===== src/rtl/tap_ctrl.sv =====
// JTAG-style TAP controller: 16-state TAP FSM, 3-bit instruction register, DR select/tdo mux,
// boundary-scan chain controls and a counter-timed RUNBIST session on the BILBO chain.
module tap_ctrl #(
    parameter int unsigned IR_W        = 3,
    parameter int unsigned BIST_CYCLES = 255
) (
    input  logic clock,
    input  logic rst_l,
    input  logic tms,
    input  logic tdi,
    output logic tdo,
    output logic tdo_en,
    output logic bsr_scan_in,
    input  logic bsr_scan_out,
    output logic bsr_shift,
    output logic bsr_clk_en,
    output logic bsr_update,
    output logic bsr_sel,
    output logic bist_b1,
    output logic bist_b2,
    output logic bist_clk_en,
    input  logic bist_scan_out,
    output logic bist_done
);

    localparam int unsigned CNT_W = $clog2(BIST_CYCLES + 1);
    localparam logic [CNT_W-1:0] CNT_LAST = CNT_W'(BIST_CYCLES - 1);

    localparam logic [3:0] ST_TLR      = 4'h0;
    localparam logic [3:0] ST_RTI      = 4'h1;
    localparam logic [3:0] ST_SEL_DR   = 4'h2;
    localparam logic [3:0] ST_CAP_DR   = 4'h3;
    localparam logic [3:0] ST_SH_DR    = 4'h4;
    localparam logic [3:0] ST_EX1_DR   = 4'h5;
    localparam logic [3:0] ST_PAUSE_DR = 4'h6;
    localparam logic [3:0] ST_EX2_DR   = 4'h7;
    localparam logic [3:0] ST_UPD_DR   = 4'h8;
    localparam logic [3:0] ST_SEL_IR   = 4'h9;
    localparam logic [3:0] ST_CAP_IR   = 4'hA;
    localparam logic [3:0] ST_SH_IR    = 4'hB;
    localparam logic [3:0] ST_EX1_IR   = 4'hC;
    localparam logic [3:0] ST_PAUSE_IR = 4'hD;
    localparam logic [3:0] ST_EX2_IR   = 4'hE;
    localparam logic [3:0] ST_UPD_IR   = 4'hF;

    localparam logic [IR_W-1:0] IR_EXTEST  = IR_W'(0);
    localparam logic [IR_W-1:0] IR_SAMPLE  = IR_W'(1);
    localparam logic [IR_W-1:0] IR_INTEST  = IR_W'(2);
    localparam logic [IR_W-1:0] IR_RUNBIST = IR_W'(3);
    localparam logic [IR_W-1:0] IR_CAPTURE = IR_W'(1);

    logic [3:0]      state_q, state_d;
    logic [IR_W-1:0] ir_q, ir_d;
    logic [IR_W-1:0] ir_sr_q, ir_sr_d;
    logic            byp_q, byp_d;
    logic            tdo_q, tdo_d;
    logic            tdo_en_q, tdo_en_d;
    logic [CNT_W-1:0] cnt_q, cnt_d;
    logic            done_q, done_d;

    logic sel_bsr, sel_bist, bist_run, dr_out;

    always_comb begin
        state_d = state_q;
        case (state_q)
            ST_TLR:      state_d = tms ? ST_TLR    : ST_RTI;
            ST_RTI:      state_d = tms ? ST_SEL_DR : ST_RTI;
            ST_SEL_DR:   state_d = tms ? ST_SEL_IR : ST_CAP_DR;
            ST_CAP_DR:   state_d = tms ? ST_EX1_DR : ST_SH_DR;
            ST_SH_DR:    state_d = tms ? ST_EX1_DR : ST_SH_DR;
            ST_EX1_DR:   state_d = tms ? ST_UPD_DR : ST_PAUSE_DR;
            ST_PAUSE_DR: state_d = tms ? ST_EX2_DR : ST_PAUSE_DR;
            ST_EX2_DR:   state_d = tms ? ST_UPD_DR : ST_SH_DR;
            ST_UPD_DR:   state_d = tms ? ST_SEL_DR : ST_RTI;
            ST_SEL_IR:   state_d = tms ? ST_TLR    : ST_CAP_IR;
            ST_CAP_IR:   state_d = tms ? ST_EX1_IR : ST_SH_IR;
            ST_SH_IR:    state_d = tms ? ST_EX1_IR : ST_SH_IR;
            ST_EX1_IR:   state_d = tms ? ST_UPD_IR : ST_PAUSE_IR;
            ST_PAUSE_IR: state_d = tms ? ST_EX2_IR : ST_PAUSE_IR;
            ST_EX2_IR:   state_d = tms ? ST_UPD_IR : ST_SH_IR;
            ST_UPD_IR:   state_d = tms ? ST_SEL_DR : ST_RTI;
            default:     state_d = ST_TLR;
        endcase
    end

    assign sel_bsr  = (ir_q == IR_EXTEST) || (ir_q == IR_SAMPLE) || (ir_q == IR_INTEST);
    assign sel_bist = (ir_q == IR_RUNBIST);
    assign bist_run = sel_bist && (state_q == ST_RTI) && !done_q;
    assign dr_out   = sel_bsr ? bsr_scan_out : (sel_bist ? bist_scan_out : byp_q);

    always_comb begin
        ir_sr_d  = ir_sr_q;
        ir_d     = ir_q;
        byp_d    = byp_q;
        tdo_d    = tdo_q;
        tdo_en_d = 1'b0;
        cnt_d    = cnt_q;
        done_d   = done_q;

        case (state_q)
            ST_CAP_IR: ir_sr_d = IR_CAPTURE;
            ST_SH_IR: begin
                ir_sr_d  = {tdi, ir_sr_q[IR_W-1:1]};
                tdo_d    = ir_sr_q[0];
                tdo_en_d = 1'b1;
            end
            ST_UPD_IR: begin
                ir_d   = ir_sr_q;
                cnt_d  = '0;
                done_d = 1'b0;
            end
            ST_CAP_DR: byp_d = 1'b0;
            ST_SH_DR: begin
                byp_d    = tdi;
                tdo_d    = dr_out;
                tdo_en_d = 1'b1;
            end
            default: ;
        endcase

        // Counter stops on the final BIST edge; leaving RTI simply pauses it.
        if (bist_run) begin
            cnt_d = cnt_q + CNT_W'(1);
            if (cnt_q == CNT_LAST)
                done_d = 1'b1;
        end

        if (state_d == ST_TLR) begin
            ir_d   = '1;
            cnt_d  = '0;
            done_d = 1'b0;
        end
    end

    always_ff @(posedge clock or negedge rst_l) begin
        if (!rst_l) begin
            state_q  <= ST_TLR;
            ir_q     <= '1;
            ir_sr_q  <= '1;
            byp_q    <= 1'b0;
            tdo_q    <= 1'b0;
            tdo_en_q <= 1'b0;
            cnt_q    <= '0;
            done_q   <= 1'b0;
        end else begin
            state_q  <= state_d;
            ir_q     <= ir_d;
            ir_sr_q  <= ir_sr_d;
            byp_q    <= byp_d;
            tdo_q    <= tdo_d;
            tdo_en_q <= tdo_en_d;
            cnt_q    <= cnt_d;
            done_q   <= done_d;
        end
    end

    assign tdo         = tdo_q;
    assign tdo_en      = tdo_en_q;
    assign bsr_scan_in = tdi;
    assign bsr_clk_en  = sel_bsr && ((state_q == ST_CAP_DR) || (state_q == ST_SH_DR));
    assign bsr_shift   = sel_bsr && (state_q == ST_SH_DR);
    assign bsr_update  = sel_bsr && (state_q == ST_UPD_DR);
    assign bsr_sel     = (ir_q == IR_EXTEST) || (ir_q == IR_INTEST);
    assign bist_done   = done_q;

    always_comb begin
        bist_b1     = 1'b1;
        bist_b2     = 1'b0;
        bist_clk_en = 1'b0;
        if (bist_run) begin
            bist_b2     = 1'b1;
            bist_clk_en = 1'b1;
        end else if (sel_bist && (state_q == ST_SH_DR)) begin
            bist_b1     = 1'b0;
            bist_b2     = 1'b1;
            bist_clk_en = 1'b1;
        end
    end

endmodule


===== config.mk =====
export PLATFORM = sky130hd
export DESIGN_NAME = tap_ctrl
export DESIGN_NICKNAME = d
export VERILOG_FILES = /design/src/rtl/tap_ctrl.sv
export SDC_FILE = /design/constraint.sdc
export NUM_CORES = 1
export LEC_CHECK = 0
export ABC_AREA = 1
export ABC_CLOCK_PERIOD_IN_PS = 3000
export BUFFER_PORTS_ARGS = -buffer_cell sky130_fd_sc_hd__buf_2
export CAP_MARGIN = 0
export CELL_PAD_IN_SITES_DETAIL_PLACEMENT = 0
export CELL_PAD_IN_SITES_GLOBAL_PLACEMENT = 1
export CORE_MARGIN = 4
export CORE_UTILIZATION = 44
export CTS_BUF_LIST = sky130_fd_sc_hd__clkbuf_8 sky130_fd_sc_hd__clkbuf_16
export CTS_CLUSTER_DIAMETER = 30
export DETAILED_ROUTE_END_ITERATION = 10
export PLACE_DENSITY = 0.82
export SLEW_MARGIN = 20
export SYNTH_ARGS = -nofsm -noshare
export SYNTH_HDL_FRONTEND = slang
export SYNTH_SLANG_ARGS = --single-unit

===== constraint.sdc =====
create_clock -name clock -period 3 [get_ports clock]
set_input_delay 0.6 -clock clock [delete_from_list [all_inputs] [get_ports clock]]
set_output_delay 0.6 -clock clock [all_outputs]
set_load 0.01 [all_outputs]

---- Word level (Yosys, flattened, before mapping) ----
Cells that the tools add are included.
word-level totals
  bits in registers ....................... 22
  input bits .............................. 6
  output and inout bits ................... 11
  logic and storage cells ................. 83
operators by class
  add/sub/neg operators ................... 1
  equal/unequal tests ..................... 19
  muxes and demuxes ....................... 32
  reduce and logical (&&, ||, !) cells .... 23
operators by type and width
  cell                                                  count
  case mux 4 bit (12 select lines)                      1
  equality test 4 bit (second input constant)           8
  two-way mux 8 bit                                     3
  equality test 4 x 3 -> 1 bit (second input constant)  4
  two-way mux 4 bit                                     4
  two-way mux 1 bit                                     14
  two-way mux 3 bit                                     4
  adder 8 x 1 -> 8 bit (second input constant)          1
  equality test 4 x 2 -> 1 bit (second input constant)  2
  equality test 8 bit (second input constant)           1
  zero test 4 bit                                       2
  nonzero test 2 bit                                    4
  equality test 3 x 2 -> 1 bit (second input constant)  2
  logical AND 1 bit                                     6
  two-way mux 2 bit                                     3
  case mux 3 bit (2 select lines)                       1
  OR reduction 2 bit                                    3
  equality test 4 x 1 -> 1 bit (second input constant)  1
  logical OR 1 bit                                      4
  case mux 1 bit (2 select lines)                       2
  equality test 3 x 1 -> 1 bit (second input constant)  1
  zero test 3 bit                                       1
  nonzero test 3 bit                                    1
  OR reduction 3 bit                                    1
  zero test 1 bit                                       1

---- Longest topological paths before layout ----
  depth in word-level cells ............... 5
  depth in mapped cells ................... 11

---- Least setup slack after synthesis ----
OpenSTA, ideal clock, no wires.
  path kind ............................... register to output
  start point ............................. reg state_q[3]
  end point ............................... out bist_clk_en
  arrival ................................. 1.300 ns
  data required time ...................... 2.400 ns
  path slack .............................. 1.100 ns
  stages on the path, launching flop included .. 7
  path buffers ............................ 1
  cell sequence ........................... dfrtp_1 nor2_1 nand2_2 nor3_2 inv_1 nand2_1 buf_4
on the way
  cells in the longest elaborated chain, start to end .. 4
  elaborated cells between the ends (all ways) .. 7
  those cells by class .................... 2 x eq/ne; 2 x mux; 3 x reduce/logical
RTL lines
  what                                                                                 line     RTL
  start, declared                                                                      52       logic [3:0] state_q, state_d;
  start signal, assigned                                                               146      state_q <= state_d;
  equality test 4 x 3 -> 1 bit / equality test 4 x 1 -> 1 bit (equally long branches)  173, 88
  logical AND 1 bit, on equally long branches                                          173, 88
  two-way mux 1 bit / logical AND 1 bit (equally long branches)                        --
  two-way mux 1 bit (*)                                                                --
  end, declared                                                                        21       output logic bist_clk_en,
Every way passes the cells marked *; elsewhere a longest branch is shown, timed or not.

---- Final worst setup path ----
  start point ............................. reg state_q[3]
  end point ............................... out bist_clk_en
on the way
  cells in the longest elaborated chain, start to end .. 4
  elaborated cells between the ends (all ways) .. 7
  those cells by class .................... 2 x eq/ne; 2 x mux; 3 x reduce/logical
RTL lines
  what                                                                                 line     RTL
  equality test 4 x 3 -> 1 bit / equality test 4 x 1 -> 1 bit (equally long branches)  173, 88
  logical AND 1 bit, on equally long branches                                          173, 88
  two-way mux 1 bit / logical AND 1 bit (equally long branches)                        173, 88
  two-way mux 1 bit (*)                                                                170      if (bist_run) begin
Marks and branches as above.

==> results.ini <==
[run_status]
outcome = completed

[logic_synthesis]
ys_warn_count = 0
syn_area_per_cell_um2 = 7.51
synth_top_area_cell = dfrtp_1
mappedNetlistNets = 189
synth-seq-area-share_pct = 41.0
yosysTopAreaCellShare_pct = 29.4
ys_ff_latch = 22
synthCells = 181
ys_top_cells_by_area = dfrtp_1 (29%), nand2_1 (14%), dfstp_2 (12%)
ys_types = 25
syn_area_um2 = 1360

[place]
place_ws_ns = 1.00
placed_cells = 225
gp_congestion = 0.895
dpl.hpwl_um = 2230
io_buffers = 16
place_area_um2 = 1450

[setup_path]
crit_path_start = state_q[3]
reg2reg_from = state_q[3]
critical_path_class = flip-flop to primary output
arrival_ns = 1.68
start_kind = flip-flop
required_ns = 2.40
end_kind = primary output
crit_fanout = 6

[power_and_ir_drop]
ir_drop_mv = 0.307
cellLeakagePower_uw = 0.000867
power.density_nw_per_um2 = 745

[timing]
hold_viol_final = 0
finalMaxSlewViolations = 0
final-setup-viol-count = 0
fin_tns_setup_ns = 0
finClkSkew_ns = 0.00320
setup_ws_ns = 0.719
finalCritPeriodShare_pct = 76.0
worst_slew_pin_slew_ns = 0.618
slew_headroom_pct = 58.8
rsz0062_at_grt = no
fmax_ghz = 0.438
fin_crit_ns = 2.28

[cts]
clk_latency_ns = 0.26
cts_tree = built
clockBufferDepth = 2
cts_resized = 0
clkTransAtPathRegs_ns = 0.08
clock-sinks = 22
clock-root-buffer = clkbuf_8
htreeDepth = 1
postCtsSetupBuffers = 0
cts_inserted_buffers = 3
cts_hold_buf = 0

[routing]
drc_errors = 0
routed_via_density = 5.21
num_vias = 1194
drt_first_pass_iters = 4
drt_iter0_drc = 98
drt_wl_total_um = 2810
ant_nets = 0
wire_per_inst_um = 12.2

[final_layout]
drive_gt1_share_pct = 22.7
layoutNonFillerInstCount = 229
fillCellCount = 282
stdcell_area_um2 = 1510
syn_to_final_growth_pct = 10.9
final_common_cell = nand2_1
multiInputGateArea_um2 = 678
final-seq-area_um2 = 558
diodes = 0
fin_nets = 207
layout_common_cells = nand2_1 (49), inv_1 (24), nand3_1 (22), nor2_1 (17)

[floorplan]
initial_core_util_pct = 47.7
coreArea_um2 = 2850
num_rows = 19
die_h_um = 63.6
dieArea_um2 = 4040
io_pins = 17
dieWidth_um = 63.6

[global_route]
grt_usage_pct = 15.2
grt-ovfl-total = 0
grt_max_degree = 23
grt_pass1_vias = 1139
antenna_found_initial = 0
grt_pass1_wl_um = 4910

[flow_run]
drv_cap = 0

[hold_path]
hold_class = input port to async pin

Yosys cell counts:
cell and n:
xor2_1 5, nand3_1 22, nor3_1 1, buf_4 2, o211ai_1 4, nand2_2 5
nand2_1 49, nor2_2 5, xnor2_1 1, nand4_1 2, o22ai_1 4, o21ai_0 1
nor3_2 1, a21oi_2 1, dfstp_2 6, buf_6 1, nor2_1 17, nand3_2 4
o21a_1 1, ha_1 2, a21oi_1 4, dfrtp_1 16, inv_2 2, nor3_4 1
inv_1 24
state kept, by name (all words and copies together), names as in the netlist:
register / count
state_q: 4
ir_q: 3
ir_sr_q: 3
tdo: 1
bist_done: 1
byp_q: 1
cnt_q: 8
tdo_en: 1
cell families after synthesis:
logic type	after synthesis	share of synthesized area, %
xor gates and xnor gates	6	3.86
buffers and inverters	29	9.11
AOI/OAI and AO/OA	15	7.08
DFF	22	41.0
and+or+nand+nor	107	37.1
adders and majority gates	2	1.84
cell type report:
class                           instances  area share [%]
Multi-Input combinational cell        130            45.0
Inverter                               26            6.47
Tap cell                               31            2.57
Timing Repair Buffer                   16            5.31
Clock buffer                            4            3.65
Sequential cell                        22            37.0
worst paths after layout:
path | cells after the start | to | slack, ns
max | 6 | bist_clk_en | 0.72
min | 1 | bist_done | 0.29
max reg2reg | 8 | cnt_q[6] | 1.26
min reg2reg | 2 | tdo | 0.51
max in group asynchronous | 1 | ir_sr_q[0] | 2.37
min in group clock | 2 | tdo | 0.51
worst max-delay path, cell delays in order (launching register included):
cell and delay (ns):
dfrtp_1 0.43, nor2_1 0.27, nand2_2 0.16, nor3_2 0.25, inv_1 0.10, nand2_1 0.08, buf_2 0.13
metrics by stage:
step	total power, uW	util, %	hold slack, ns
2_1_floorplan	836	-	0.304
3_3_place_gp	922	50.9	0.494
3_5_place_dp	924	50.9	0.499
4_1_cts	1140	52.9	0.302
5_1_grt	1220	52.9	0.325
6_report	1120	52.9	0.288
power by group:
part	leakage, uW	total (uW)	internal [uW]	switching [uW]
registers	0.000279	441	381	60.4
logic	0.000560	472	151	322
clock network	0.0000288	209	117	92.5
layer usage:
layer | wire (um) | GRT usage (%) | up-vias
met5 | 0 | 0 | -
met4 | 41 | 5.93 | 0
met3 | 160 | 2.31 | 6
met2 | 1290 | 24.3 | 39
met1 | 1320 | 20.6 | 539
li1 | - | - | 610
Power figures use the tool's default switching activity.
